==> src/rtl/keypad_decoder.sv <==
// -----------------------------------------------------------------------------
// keypad_decoder
//   Turns the output of a 4x4 keypad scanner into hex key codes. A press is
//   registered once, when the scanner first reports a stable key with a clean
//   decode. A release counter requires a run of idle cycles before the next
//   press may register, which suppresses contact bounce and roll-over.
//
//   Optional feature: define KEYDEC_AUTOREPEAT_EN to build a hold counter
//   that re-registers a held key every REPEAT_CYCLES cycles.
//
// Parameters
//   RELEASE_CYCLES  consecutive enable-low cycles that end a press
//   REPEAT_CYCLES   auto-repeat period (only with KEYDEC_AUTOREPEAT_EN)
//
// Ports
//   clk            system clock, rising edge
//   reset          synchronous, active-high reset
//   rows[3:0]      one-hot row drive, 4'b1000 = row1 .. 4'b0001 = row4
//   debounced_col  one-cold columns, 4'b0111 = col0 .. 4'b1110 = col3
//   enable         scanner key-detected flag
//   key_code       code of the last registered key
//   key_valid      one-cycle pulse per registered key
//   digit_new      most recent registered code
//   digit_old      previous registered code
//   key_held       high while a press is active (HELD or RELEASE)
// -----------------------------------------------------------------------------
module keypad_decoder #(
  parameter int unsigned RELEASE_CYCLES = 4,
  parameter int unsigned REPEAT_CYCLES  = 1000
) (
  input  logic       clk,
  input  logic       reset,
  input  logic [3:0] rows,
  input  logic [3:0] debounced_col,
  input  logic       enable,
  output logic [3:0] key_code,
  output logic       key_valid,
  output logic [3:0] digit_new,
  output logic [3:0] digit_old,
  output logic       key_held
);

  localparam int unsigned MAX_CYC = (RELEASE_CYCLES > REPEAT_CYCLES) ? RELEASE_CYCLES
                                                                      : REPEAT_CYCLES;
  localparam int unsigned CW = $clog2(MAX_CYC) + 1;

  localparam logic [CW-1:0] REL_LIMIT = CW'(RELEASE_CYCLES);
  localparam logic [CW-1:0] CNT_ONE   = CW'(1);
  localparam logic [CW-1:0] CNT_MAX   = '1;

  typedef enum logic [1:0] {
    ST_IDLE,
    ST_HELD,
    ST_RELEASE
  } state_e;

  state_e        state_q, state_d;
  logic [CW-1:0] rel_cnt_q, rel_cnt_d;
  logic [3:0]    key_code_q, key_code_d;
  logic          key_valid_q, key_valid_d;
  logic [3:0]    digit_new_q, digit_new_d;
  logic [3:0]    digit_old_q, digit_old_d;

`ifdef KEYDEC_AUTOREPEAT_EN
  localparam logic [CW-1:0] REP_LIMIT = CW'(REPEAT_CYCLES);
  logic [CW-1:0] hold_cnt_q, hold_cnt_d;
`endif

  // ---------------------------------------------------------------------------
  // Decode: row and column must each select exactly one line.
  // ---------------------------------------------------------------------------
  logic [1:0] row_idx, col_idx;
  logic       row_ok, col_ok, dec_valid;
  logic [3:0] dec_code;

  always_comb begin
    // NOTE: every output of a combinational block gets a default first so that
    // no path leaves it unassigned, which would infer a latch.
    row_idx  = 2'd0;
    col_idx  = 2'd0;
    row_ok   = 1'b1;
    col_ok   = 1'b1;
    dec_code = 4'h0;

    unique case (rows)
      4'b1000: row_idx = 2'd0;
      4'b0100: row_idx = 2'd1;
      4'b0010: row_idx = 2'd2;
      4'b0001: row_idx = 2'd3;
      default: row_ok  = 1'b0;
    endcase

    unique case (debounced_col)
      4'b0111: col_idx = 2'd0;
      4'b1011: col_idx = 2'd1;
      4'b1101: col_idx = 2'd2;
      4'b1110: col_idx = 2'd3;
      default: col_ok  = 1'b0;
    endcase

    // Printed legend of the keypad, row-major.
    unique case ({row_idx, col_idx})
      4'd0:  dec_code = 4'h1;
      4'd1:  dec_code = 4'h2;
      4'd2:  dec_code = 4'h3;
      4'd3:  dec_code = 4'hA;
      4'd4:  dec_code = 4'h4;
      4'd5:  dec_code = 4'h5;
      4'd6:  dec_code = 4'h6;
      4'd7:  dec_code = 4'hB;
      4'd8:  dec_code = 4'h7;
      4'd9:  dec_code = 4'h8;
      4'd10: dec_code = 4'h9;
      4'd11: dec_code = 4'hC;
      4'd12: dec_code = 4'hE;
      4'd13: dec_code = 4'h0;
      4'd14: dec_code = 4'hF;
      default: dec_code = 4'hD;
    endcase
  end

  assign dec_valid = row_ok && col_ok;

  // ---------------------------------------------------------------------------
  // Next-state and output logic.
  // ---------------------------------------------------------------------------
  logic do_reg;

  always_comb begin
    state_d   = state_q;
    rel_cnt_d = rel_cnt_q;
    do_reg    = 1'b0;
`ifdef KEYDEC_AUTOREPEAT_EN
    hold_cnt_d = hold_cnt_q;
`endif

    unique case (state_q)
      ST_IDLE: begin
        rel_cnt_d = '0;
        // An invalid decode is ignored outright; the scanner will re-report.
        if (enable && dec_valid) begin
          do_reg  = 1'b1;
          state_d = ST_HELD;
        end
      end

      ST_HELD: begin
        if (!enable) begin
          // The first low cycle already counts toward release.
          if (REL_LIMIT <= CNT_ONE) begin
            state_d   = ST_IDLE;
            rel_cnt_d = '0;
          end else begin
            state_d   = ST_RELEASE;
            rel_cnt_d = CNT_ONE;
          end
        end
`ifdef KEYDEC_AUTOREPEAT_EN
        else if (dec_valid) begin
          if (hold_cnt_q + CNT_ONE >= REP_LIMIT) begin
            do_reg     = 1'b1;
            hold_cnt_d = '0;
          end else begin
            hold_cnt_d = hold_cnt_q + CNT_ONE;
          end
        end
`endif
      end

      ST_RELEASE: begin
        if (enable) begin
          // Bounce: resume the same press without registering again.
          state_d   = ST_HELD;
          rel_cnt_d = '0;
        end else begin
          if (rel_cnt_q != CNT_MAX) rel_cnt_d = rel_cnt_q + CNT_ONE;
          if (rel_cnt_d >= REL_LIMIT) begin
            state_d   = ST_IDLE;
            rel_cnt_d = '0;
          end
        end
      end

      default: begin
        state_d   = ST_IDLE;
        rel_cnt_d = '0;
      end
    endcase

`ifdef KEYDEC_AUTOREPEAT_EN
    if (state_d != ST_HELD) hold_cnt_d = '0;
`endif

    key_valid_d = do_reg;
    key_code_d  = key_code_q;
    digit_new_d = digit_new_q;
    digit_old_d = digit_old_q;
    if (do_reg) begin
      key_code_d  = dec_code;
      digit_old_d = digit_new_q;
      digit_new_d = dec_code;
    end
  end

  // ---------------------------------------------------------------------------
  // State registers.
  // ---------------------------------------------------------------------------
  always_ff @(posedge clk) begin
    // NOTE: sequential state uses non-blocking assignments so every flop
    // samples the pre-edge values regardless of statement order.
    if (reset) begin
      state_q     <= ST_IDLE;
      rel_cnt_q   <= '0;
      key_code_q  <= 4'h0;
      key_valid_q <= 1'b0;
      digit_new_q <= 4'h0;
      digit_old_q <= 4'h0;
`ifdef KEYDEC_AUTOREPEAT_EN
      hold_cnt_q  <= '0;
`endif
    end else begin
      state_q     <= state_d;
      rel_cnt_q   <= rel_cnt_d;
      key_code_q  <= key_code_d;
      key_valid_q <= key_valid_d;
      digit_new_q <= digit_new_d;
      digit_old_q <= digit_old_d;
`ifdef KEYDEC_AUTOREPEAT_EN
      hold_cnt_q  <= hold_cnt_d;
`endif
    end
  end

  assign key_code  = key_code_q;
  assign key_valid = key_valid_q;
  assign digit_new = digit_new_q;
  assign digit_old = digit_old_q;
  assign key_held  = (state_q != ST_IDLE);

endmodule

==> config.mk <==
export PLATFORM = sky130hd
export DESIGN_NAME = keypad_decoder
export DESIGN_NICKNAME = d
export VERILOG_FILES = /design/src/rtl/keypad_decoder.sv
export SDC_FILE = /design/constraint.sdc
export NUM_CORES = 1
export LEC_CHECK = 0
export CAP_MARGIN = 10
export CORE_MARGIN = 2
export CORE_UTILIZATION = 47
export DETAILED_ROUTE_END_ITERATION = 12
export GPL_TIMING_DRIVEN = 0
export HOLD_SLACK_MARGIN = 0.03
export PLACE_DENSITY = 0.73
export SYNTH_ARGS = -nofsm -noshare
export SYNTH_HDL_FRONTEND = slang
export SYNTH_SLANG_ARGS = --single-unit
==> constraint.sdc <==
create_clock -name clk -period 3.6 [get_ports clk]
set_input_delay 0.72 -clock clk [delete_from_list [all_inputs] [get_ports clk]]
set_output_delay 0.72 -clock clk [all_outputs]
set_load 0.02 [all_outputs]
==> metrics.yaml, run 1 <==
fill_cells: 255
cts_hold_buf: 0
synthAdderAreaFrac: 0.08905
cts.path.max_buffers: 2
peakVddDrop_mv: 0.2254
clock_skew_ns: 0.009715
relSlewSlack: 0.5387
via_count: 1243
cp-start-kind: "primary input"
async_reset_ff_frac: 0
synth.avg_cell_area_um2: 9.007
grt_pass1_vias: 1169
period_needed_ns: 2.545
worstPathRequired_ns: 3.85
critical_path.max_stage_delay_ns: 0.55
final_antenna_net_count: 0
layout_commonest_cell: "clkdlybuf4s50_1"
ys_warn_count: 0
first_iter_violations: 64
die_area_um2: 3443
p_leak_uw: 0.0007388
io_buffers: 23
timing.critical_path.buf_inv: 3
gp_congestion: 0.7981
use_met1: 0.2065
cts_buffers: 3
ys_types: 53
use_met2: 0.3258
tns_ns: 0
yosys-mux-area-fraction: 0.09439
hold_start: "digit_old[1]"
status: "completed"
post_cts_resized: 0
cp.depth: 10
cap_violations: 0
hpwlAfterDp_um: 2214
synth_enable_flop_cells: 0
hold_viol: 0
worstMarginPinSlew_ns: 0.6823
htree_levels: 1
grt_pass1_wl_um: 4857
wl_um: 2832
ys.flop_type: "dfxtp_1"
end_kind: "flip-flop"
synth_simple_gate_area_frac: 0.2395
firstDrtPassIters: 4
fin_util: 0.6155
layout-drive-gt1-share: 0.1530
route.detailed.drc: 0
slowest_stage: "clkdlybuf4s50_1"
final_cells: 214
worstSetupStartpoint: "debounced_col[2]"
synth_top_family_by_area: "simple AND/OR/NAND/NOR gates"
antenna_cells: 0
synth-seq-cells: 22
rsz0062_at_grt: "no"
setup_viol: 0
die_h_um: 58.68
synth-xor-area-share: 0.02493
slew_violations: 0
row_count: 19
total_power_uw: 615.3
p_per_area_nw_per_um2: 356.3
initial_core_util: 0.5009
timing.fmax_ghz: 0.3930
postCtsSetupBuffers: 0
period_share: 0.7069
crit_chain: "clkdlybuf4s50_1 -> xor2_1 -> and3_1 -> clkbuf_1 -> inv_1 -> ha_1 -> mux2_2 -> mux2i_1 -> mux2i_1 -> nor2_1"
cts_tree: "yes"
clk_pin_slew_worst_paths_ns: 0.12
ios: 25
crit_family: "buffers and inverters"
cp-endpoint: "digit_new[1]"
ff2ff_path_depth: 7
via_per_inst: 5.808
whs_ns: 0.5146
track_usage: 0.1785
cp.arrival_ns: 2.79
clk_latency_ns: 0.31
critPathKind: "in -> reg"
ff2ff_setup_slack_ns: 1.32
core_area_um2: 2805
grt_antenna_before_repair: 0
gr-total-overflow: 0
synth_compound_area_frac: 0.1701
drt-wirelength-per-cell_um: 13.23
dp.cells: 210
synth_area_um2: 1405
timing.rr.end: "rel_cnt_q[0]"
use_met3: 0.02857
cp_max_fo: 6
hold_path_class: "reg -> reg"
area_growth_pct: 22.89
r2r_start: "rel_cnt_q[1]"
busiest_layer: "met2"
finalNetCount: 205
cts_sinks: 22
synth_nets: 177
root_buffer: "clkbuf_4"
die_w_um: 58.68
grt_max_degree: 14
yosysSeqAreaShare: 0.3134
synth_cells: 156
path_common_cell: "mux2i_1"
final_cell_mix: "clkdlybuf4s50_1 (23), dfxtp_1 (22), nor2_1 (14), mux2i_1 (11)"
[synth_stat cells (4+ instances only)]
library cell,count,share of area
and2_1,7,0.031
buf_4,5,0.027
dfxtp_1,22,0.31
ha_1,10,0.089
inv_1,8,0.021
mux2i_1,11,0.078
nand2_1,10,0.027
nand3_1,5,0.018
nor2_1,14,0.037
o21ai_0,5,0.018
o31ai_1,4,0.021
[state kept, by name, summed over array words and instances (netlist names)]
register and flops:
rel_cnt_q 11, state_q 2, digit_new 4, key_valid 1
digit_old 4
[report_power, final]
| part | switching (uW) | total (uW) | internal, uW |
|---|---|---|---|
| Combinational | 88.1 | 166 | 77.5 |
| Clock | 78.5 | 191 | 113 |
| Sequential | 6.79 | 259 | 252 |
| Total | 173 | 615 | 442 |
[how the worst min path moves through the flow]
stage                              end  slack [ns]  cells after the start
after CTS                 digit_old[1]        0.52                      2
after floorplan           rel_cnt_q[7]        0.47                      1
final                     digit_old[1]        0.51                      2
after detailed placement  digit_old[1]        0.49                      2
after global routing      rel_cnt_q[8]        0.55                      1
after global placement    digit_old[3]        0.48                      2
[final cells by class]
type	count	area, um2	area share
plain buffers	10	66.31	0.03841
clock buffers	3	22.52	0.01304
repair buffers	23	230.2	0.1333
well taps	31	38.79	0.02246
clock inverters	1	30.03	0.01739
inverters	8	30.03	0.01739
multi-input cells	116	868.3	0.5029
flip-flops and latches	22	440.4	0.2551
[per-stage QoR]
step                setup WS, ns  cell area, um2
floorplan                  1.497            1405
global placement          0.8274            1674
detailed placement        0.7481            1674
CTS                        1.068            1727
global route              0.9121            1727
finish                     1.055            1727
[worst min-delay path, delay by kind of cell (launching register included)]
kind | cells | cell delay [ns]
flip-flops | 1 | 0.35
multiplexers | 1 | 0.07
AND/OR/NAND/NOR | 1 | 0.07
[kinds of logic (layout without fill, tap and decap cells)]
group / after synthesis / in the layout
AOI/OAI and AO/OA: 31 / 31
adders and majority gates: 10 / 10
buffers and inverters: 18 / 45
muxes: 13 / 13
and+or+nand+nor: 58 / 58
DFF: 22 / 22
xor gates and xnor gates: 4 / 4
[layer usage]
layer  vias to the layer above  part of all wire
li1                        622                 -
met1                       595              0.43
met2                        21              0.53
met3                         5             0.026
met4                         0             0.013
met5                         -                 0
Note: power is estimated with default switching activity, not from simulation.
==> inputs of run 2 (changes only) <==
- PLACE_DENSITY: 0.73 -> 0.75
- clock period: 3.6 -> 2.1 ns (I/O delays scaled with it)
==> metrics.yaml, run 2 (same netlist as run 1, synthesis figures left out) <==
final_cell_mix: "clkdlybuf4s50_1 (18), dfxtp_1 (16), nor2_1 (13), mux2i_1 (11)"  # was clkdlybuf4s50_1 (23), dfxtp_1 (22), nor2_1 (14), mux2i_1 (11)
via_per_inst: 5.753  # was 5.808
htree_levels: 1  # unchanged
peakVddDrop_mv: 0.3230  # was 0.2254 mV
layout_commonest_cell: "clkdlybuf4s50_1"  # unchanged
worstPathRequired_ns: 2.35  # was 3.85 ns
grt_pass1_wl_um: 4857  # unchanged
final_cell_area_um2: 1866  # was 1727 um2
die_w_um: 58.68  # unchanged
via_count: 1260  # was 1243
dp.cells: 210  # unchanged
antenna_cells: 0  # unchanged
layout-drive-gt1-share: 0.2553  # was 0.1530
tns_ns: 0  # unchanged
firstDrtPassIters: 4  # unchanged
hpwlAfterDp_um: 2172  # was 2214 um
p_switching_uw: 302.1  # was 173.3 uW
hold_path_class: "reg -> reg"  # unchanged
drt-wirelength-per-cell_um: 13.70  # was 13.23 um
wl_um: 3000  # was 2832 um
first_iter_violations: 20  # was 64
p_seq_frac: 0.418  # was 0.420
grt_pass1_vias: 1174  # was 1169
clock_skew_ns: 0.0009154  # was 0.009715 ns
root_buffer: "clkbuf_4"  # unchanged
cts_buffers: 3  # unchanged
whs_ns: 0.4915  # was 0.5146 ns
die_area_um2: 3443  # unchanged
end_kind: "flip-flop"  # unchanged
gp_congestion: 0.7871  # was 0.7981
internal_power_uw: 748.6  # was 441.9 uW
core_area_um2: 2805  # unchanged
largest_reg_flops: 11  # unchanged
cts_sinks: 22  # unchanged
timing.fmax_ghz: 0.4922
p_leak_uw: 0.0008211  # was 0.0007388 uW
setup_viol: 0  # unchanged
clk_pin_slew_worst_paths_ns: 0.12  # about the same
period_share: 0.9675
top_register: "rel_cnt_q"  # unchanged
cp_max_fo: 7  # was 6
grt_max_degree: 14  # unchanged
track_usage: 0.1811  # was 0.1785
status: "completed"  # unchanged
io_buffers: 23  # unchanged
swShare: 0.2875  # was 0.2817
final-seq-area_um2: 457.9  # was 440.4 um2
cp.arrival_ns: 2.28  # was 2.79 ns
cts_tree: "yes"  # unchanged
finalNetCount: 210  # was 205
dpl_cell_area_um2: 1674  # unchanged
critPathKind: "reg -> reg"  # was in -> reg
area_growth_pct: 32.77  # was 22.89%
cts.path.max_buffers: 2  # unchanged
pre_cts_slack_ns: -0.4570  # was 0.7481 ns
grt_antenna_before_repair: 0  # unchanged
cp-start-kind: "flip-flop"  # was primary input
setup_ws_ns: 0.06825  # was 1.055 ns
clk_latency_ns: 0.31  # about the same
slew_violations: 0  # unchanged
period_needed_ns: 2.032
critical_path.max_stage_delay_ns: 0.46  # was 0.55 ns
initial_core_util: 0.5009  # unchanged
worstMarginPinSlew_ns: 0.4970  # was 0.6823 ns
final_cells: 219  # was 214
combPwrFrac: 0.272  # was 0.269
gr-total-overflow: 0  # unchanged
fill_cells: 235  # was 255
final_antenna_net_count: 0  # unchanged
cts_hold_buf: 0  # unchanged
power_frac_clock: 0.309  # was 0.310
slowest_stage: "a2111o_1"  # was clkdlybuf4s50_1
row_count: 19  # unchanged
crit_chain: "buf_6 -> a2111oi_4 -> o211ai_1 -> a22oi_2 -> nand4_2 -> a2111o_1 -> o22ai_2"  # was clkdlybuf4s50_1 -> xor2_1 -> and3_1 -> clkbuf_1 -> inv_1 -> ha_1 -> mux2_2 -> mux2i_1 -> mux2i_1 -> nor2_1
cap_violations: 0  # unchanged
multi_input_area_um2: 937.1  # was 868.3 um2
hold_viol: 0  # unchanged
die_h_um: 58.68  # unchanged
relSlewSlack: 0.6675  # was 0.5387
p_per_area_nw_per_um2: 563.2  # was 356.3 nW/um2
ios: 25  # unchanged
route.detailed.drc: 0  # unchanged
==> run 2: metal layers <==
metal / up-vias / routed length (um) / global-route usage
li1: 627 / - / -
met1: 607 / 1309 / 0.2033
met2: 21 / 1576 / 0.3387
met3: 5 / 64 / 0.02198
met4: 0 / 49 / 0.08117
met5: - / 0 / 0
==> run 2: final cells by class <==
| class | instances | share of cell area |
|---|---|---|
| Multi-Input combinational cell | 116 | 0.5023 |
| Sequential cell | 22 | 0.2455 |
| Timing Repair Buffer | 30 | 0.1563 |
| Buffer | 8 | 0.03085 |
| Tap cell | 31 | 0.02079 |
| Clock inverter | 1 | 0.01610 |
| Inverter | 8 | 0.01610 |
| Clock buffer | 3 | 0.01207 |
==> run 2: final timing paths <==
check               startpoint      endpoint  slack (ns)  depth (start not counted)
setup / recovery  rel_cnt_q[1]  rel_cnt_q[0]        0.07                          7
hold / removal    rel_cnt_q[5]  rel_cnt_q[5]        0.49                          1
setup reg to reg  rel_cnt_q[1]  rel_cnt_q[0]        0.07                          7
hold reg to reg   rel_cnt_q[5]  rel_cnt_q[5]        0.49                          1
==> run 2: power groups by stage <==
stage / sequential, uW / clock (uW) / combinational (uW)
floorplan: 453 / 0 / 190
global placement: 452 / 0 / 273
detailed placement: 454 / 0 / 283
CTS: 444 / 332 / 277
global route: 442 / 354 / 319
finish: 440 / 325 / 286
==> run 2: worst max-delay path: cells and delay by family (launching register included) <==
kind / cells / cell delay, ns
AOI/OAI and AO/OA: 5 / 1.29
and+or+nand+nor: 1 / 0.16
DFF: 1 / 0.38
buffers and inverters: 1 / 0.13
==> run 2: stage by stage <==
step	utilization	power, uW
after floorplan	-	643.5
after global placement	0.5968	725.2
after detailed placement	0.5968	737.0
after CTS	0.6155	1054
after global routing	0.6650	1116
final	0.6650	1051
==> run 2: what timing repair did <==
action                     4_1_cts  5_1_grt
setup endpoints to repair        7       11
gates resized for setup          5       28
setup buffers                    0        7
pin swaps                        1        8
==> inputs of run 3 (changes only) <==
- ABC_AREA: not set -> 1
- PLACE_DENSITY: 0.75 -> 0.76
==> metrics.yaml, run 3 <==
status: "completed"  # unchanged
hold_viol: 0  # unchanged
rsz0062_at_grt: "no"
slowest_stage: "clkdlybuf4s50_1"  # was a2111o_1
whs_ns: 0.4685  # was 0.4915 ns
path_common_cell: "nand2_1"
clock_skew_ns: 0.0009376  # was 0.0009154 ns
synth_area_um2: 1380  # was 1405 um2
slew_violations: 0  # unchanged
top_register: "rel_cnt_q"  # unchanged
grt_max_degree: 14  # unchanged
root_buffer: "clkbuf_4"  # unchanged
final_cell_area_um2: 1713  # was 1866 um2
cts_sinks: 22  # unchanged
fill_cells: 265  # was 235
finalNetCount: 258  # was 210
layout_commonest_cell: "nand2_1"  # was clkdlybuf4s50_1
crit_chain: "clkdlybuf4s50_1 -> nand2_1 -> inv_1 -> nand3_1 -> ha_1 -> or2_2 -> o21ai_0 -> nand2_1 -> a31oi_1"  # was buf_6 -> a2111oi_4 -> o211ai_1 -> a22oi_2 -> nand4_2 -> a2111o_1 -> o22ai_2
grt_pass1_vias: 1185  # was 1174
ys.flop_type: "dfxtp_1"  # unchanged
ff2ff_setup_slack_ns: 0.38  # was 0.07 ns
period_needed_ns: 1.878  # was 2.032 ns
wl_um: 2741  # was 3000 um
synth_top_area_share: 0.3191  # was 0.3134
row_count: 19  # unchanged
area_growth_pct: 24.12  # was 32.77%
via_count: 1335  # was 1260
yosys.area.top_type: "dfxtp_1"  # unchanged
final-seq-area_um2: 440.4  # was 457.9 um2
setup_viol: 0  # unchanged
end_kind: "flip-flop"  # unchanged
grt_antenna_before_repair: 0  # unchanged
worstPathRequired_ns: 2.35  # about the same
synth_cells: 208  # was 156
hold_path_class: "reg -> reg"  # unchanged
timing.critical_path.buf_inv: 2  # was 1
cap_violations: 0  # unchanged
gp_congestion: 0.8402  # was 0.7871
yosysSeqAreaShare: 0.3191  # was 0.3134
layout-drive-gt1-share: 0.08051  # was 0.2553
p_leak_uw: 0.0007593  # was 0.0008211 uW
synth-seq-cells: 22  # unchanged
worstSetupStartpoint: "debounced_col[3]"  # was rel_cnt_q[1]
clk_pin_slew_worst_paths_ns: 0.12  # about the same
die_w_um: 58.19  # was 58.68 um
ys_warn_count: 0  # unchanged
relSlewSlack: 0.6910  # was 0.6675
synth_enable_flop_cells: 0  # unchanged
cts_tree: "yes"  # unchanged
track_usage: 0.1788  # was 0.1811
ys_types: 25  # was 53
initial_core_util: 0.4962  # was 0.5009
cp_max_fo: 6  # was 7
yosysMostFrequentCell: "nand2_1"  # was dfxtp_1
timing.rr.end: "state_q[0]"  # was rel_cnt_q[0]
cp-start-kind: "primary input"  # was flip-flop
cp.depth: 9  # was 7
cp.arrival_ns: 2.12  # was 2.28 ns
drt-wirelength-per-cell_um: 10.27  # was 13.70 um
final_antenna_net_count: 0  # unchanged
cp-endpoint: "digit_new[1]"  # was rel_cnt_q[0]
hpwlAfterDp_um: 2180  # was 2172 um
total_power_uw: 1143  # was 1051 uW
largest_reg_flops: 11  # unchanged
cts_hold_buf: 0  # unchanged
synth.avg_cell_area_um2: 6.635  # was 9.007 um2
period_share: 0.8945  # was 0.9675
cts_buffers: 3  # unchanged
dpl_cell_area_um2: 1659  # was 1674 um2
critPathKind: "in -> reg"  # was reg -> reg
die_area_um2: 3385  # was 3443 um2
peakVddDrop_mv: 0.6615  # was 0.3230 mV
p_per_area_nw_per_um2: 667.2  # was 563.2 nW/um2
ff2ff_path_depth: 12  # was 7
htree_levels: 1  # unchanged
clk_latency_ns: 0.30  # was 0.31 ns
grt_pass1_wl_um: 4830  # was 4857 um
via_per_inst: 5.000  # was 5.753
cts.path.max_buffers: 2  # unchanged
final_cell_mix: "nand2_1 (40), inv_1 (32), nor2_1 (31), clkdlybuf4s50_1 (23), dfxtp_1 (22)"  # was clkdlybuf4s50_1 (18), dfxtp_1 (16), nor2_1 (13), mux2i_1 (11)
gr-total-overflow: 0  # unchanged
timing.fmax_ghz: 0.5324  # was 0.4922 GHz
firstDrtPassIters: 4  # unchanged
first_iter_violations: 58  # was 20
die_h_um: 58.19  # was 58.68 um
synthTopCellsByArea: "dfxtp_1 (32%), nand2_1 (11%), ha_1 (9.1%)"  # was dfxtp_1 (31%), ha_1 (8.9%), mux2i_1 (7.8%)
route.detailed.drc: 0  # unchanged
ios: 25  # unchanged
async_reset_ff_frac: 0  # unchanged
antenna_cells: 0  # unchanged
io_buffers: 24  # was 23
multi_input_area_um2: 777.0  # was 937.1 um2
postCtsSetupBuffers: 0  # unchanged
worstMarginPinSlew_ns: 0.4635  # was 0.4970 ns
core_area_um2: 2781  # was 2805 um2
synth_nets: 229  # was 177
r2r_start: "rel_cnt_q[1]"  # unchanged
post_cts_resized: 1  # was 5
critical_path.max_stage_delay_ns: 0.50  # was 0.46 ns
synth_common_cells: "nand2_1 (41), inv_1 (32), nor2_1 (31), dfxtp_1 (22), nand3_1 (11)"  # was dfxtp_1 (22), nor2_1 (14), mux2i_1 (11), ha_1 (10), nand2_1 (10)
crit_family: "simple AND/OR/NAND/NOR gates"  # was compound AO/OA/AOI/OAI gates
==> run 3: cell count changes after synthesis, sizes merged, moves of 6 or more <==
cell   delta
inv      +24
and2      -8
nand2    +32
o21ai     +6
mux2i    -11
a21oi     +8
nor3      +6
nor2     +22
nand3     +7
==> run 3: worst min-delay path by stage <==
stage,from,slack [ns],to,depth (start not counted)
after detailed placement,rel_cnt_q[10],0.45,rel_cnt_q[10],2
after CTS,rel_cnt_q[10],0.47,rel_cnt_q[10],2
after global routing,rel_cnt_q[9],0.48,rel_cnt_q[9],2
final,rel_cnt_q[10],0.47,rel_cnt_q[10],2
after global placement,rel_cnt_q[9],0.45,rel_cnt_q[9],2
after floorplan,rel_cnt_q[9],0.44,rel_cnt_q[9],2
==> run 3: logic make-up after synthesis <==
group | Yosys count | share of synthesized area
adders and majority gates | 10 | 0.09066
DFF | 22 | 0.3191
AOI/OAI and AO/OA | 27 | 0.1043
and+or+nand+nor | 108 | 0.3536
xor gates and xnor gates | 2 | 0.01269
buffers and inverters | 39 | 0.1197
==> run 3: where the power goes <==
part	leakage (uW)	switching, uW	total (uW)	internal, uW
sequential	0.000178	22.8	465	442
clock	0.0000279	129	322	193
combinational	0.000553	209	356	148
total	0.000759	360	1140	783
==> run 3: routing by layer <==
layer	track usage	vias to the layer above	share of wire
li1	-	714	-
met5	0	-	0
met2	0.3019	18	0.47
met4	0.05316	0	0.0088
met3	0.02679	4	0.027
met1	0.2359	599	0.49
==> run 3: layout make-up <==
class / instances / area share
tap: 31 / 0.02264
clock inverter: 1 / 0.01753
inverter: 32 / 0.07012
sequential: 22 / 0.2571
clock buffer: 3 / 0.01315
multi-input combinational: 147 / 0.4536
buffer: 7 / 0.02630
timing repair buffer: 24 / 0.1395
==> run 3: worst min-delay path, stage by stage (launching register included) <==
cell,delay (ns)
dfxtp_1,0.33
inv_1,0.06
nor3_1,0.05
==> run 3: stage by stage <==
stage | std cells | setup TNS (ns) | setup WS (ns) | utilization
floorplan | 208 | 0 | 0.5353 | -
global route | 267 | 0 | 0.05744 | 0.6158
detailed placement | 263 | -0.2827 | -0.1588 | 0.5965
CTS | 267 | 0 | 0.1738 | 0.6149
global placement | 263 | -0.1140 | -0.08340 | 0.5965
finish | 267 | 0 | 0.2216 | 0.6158
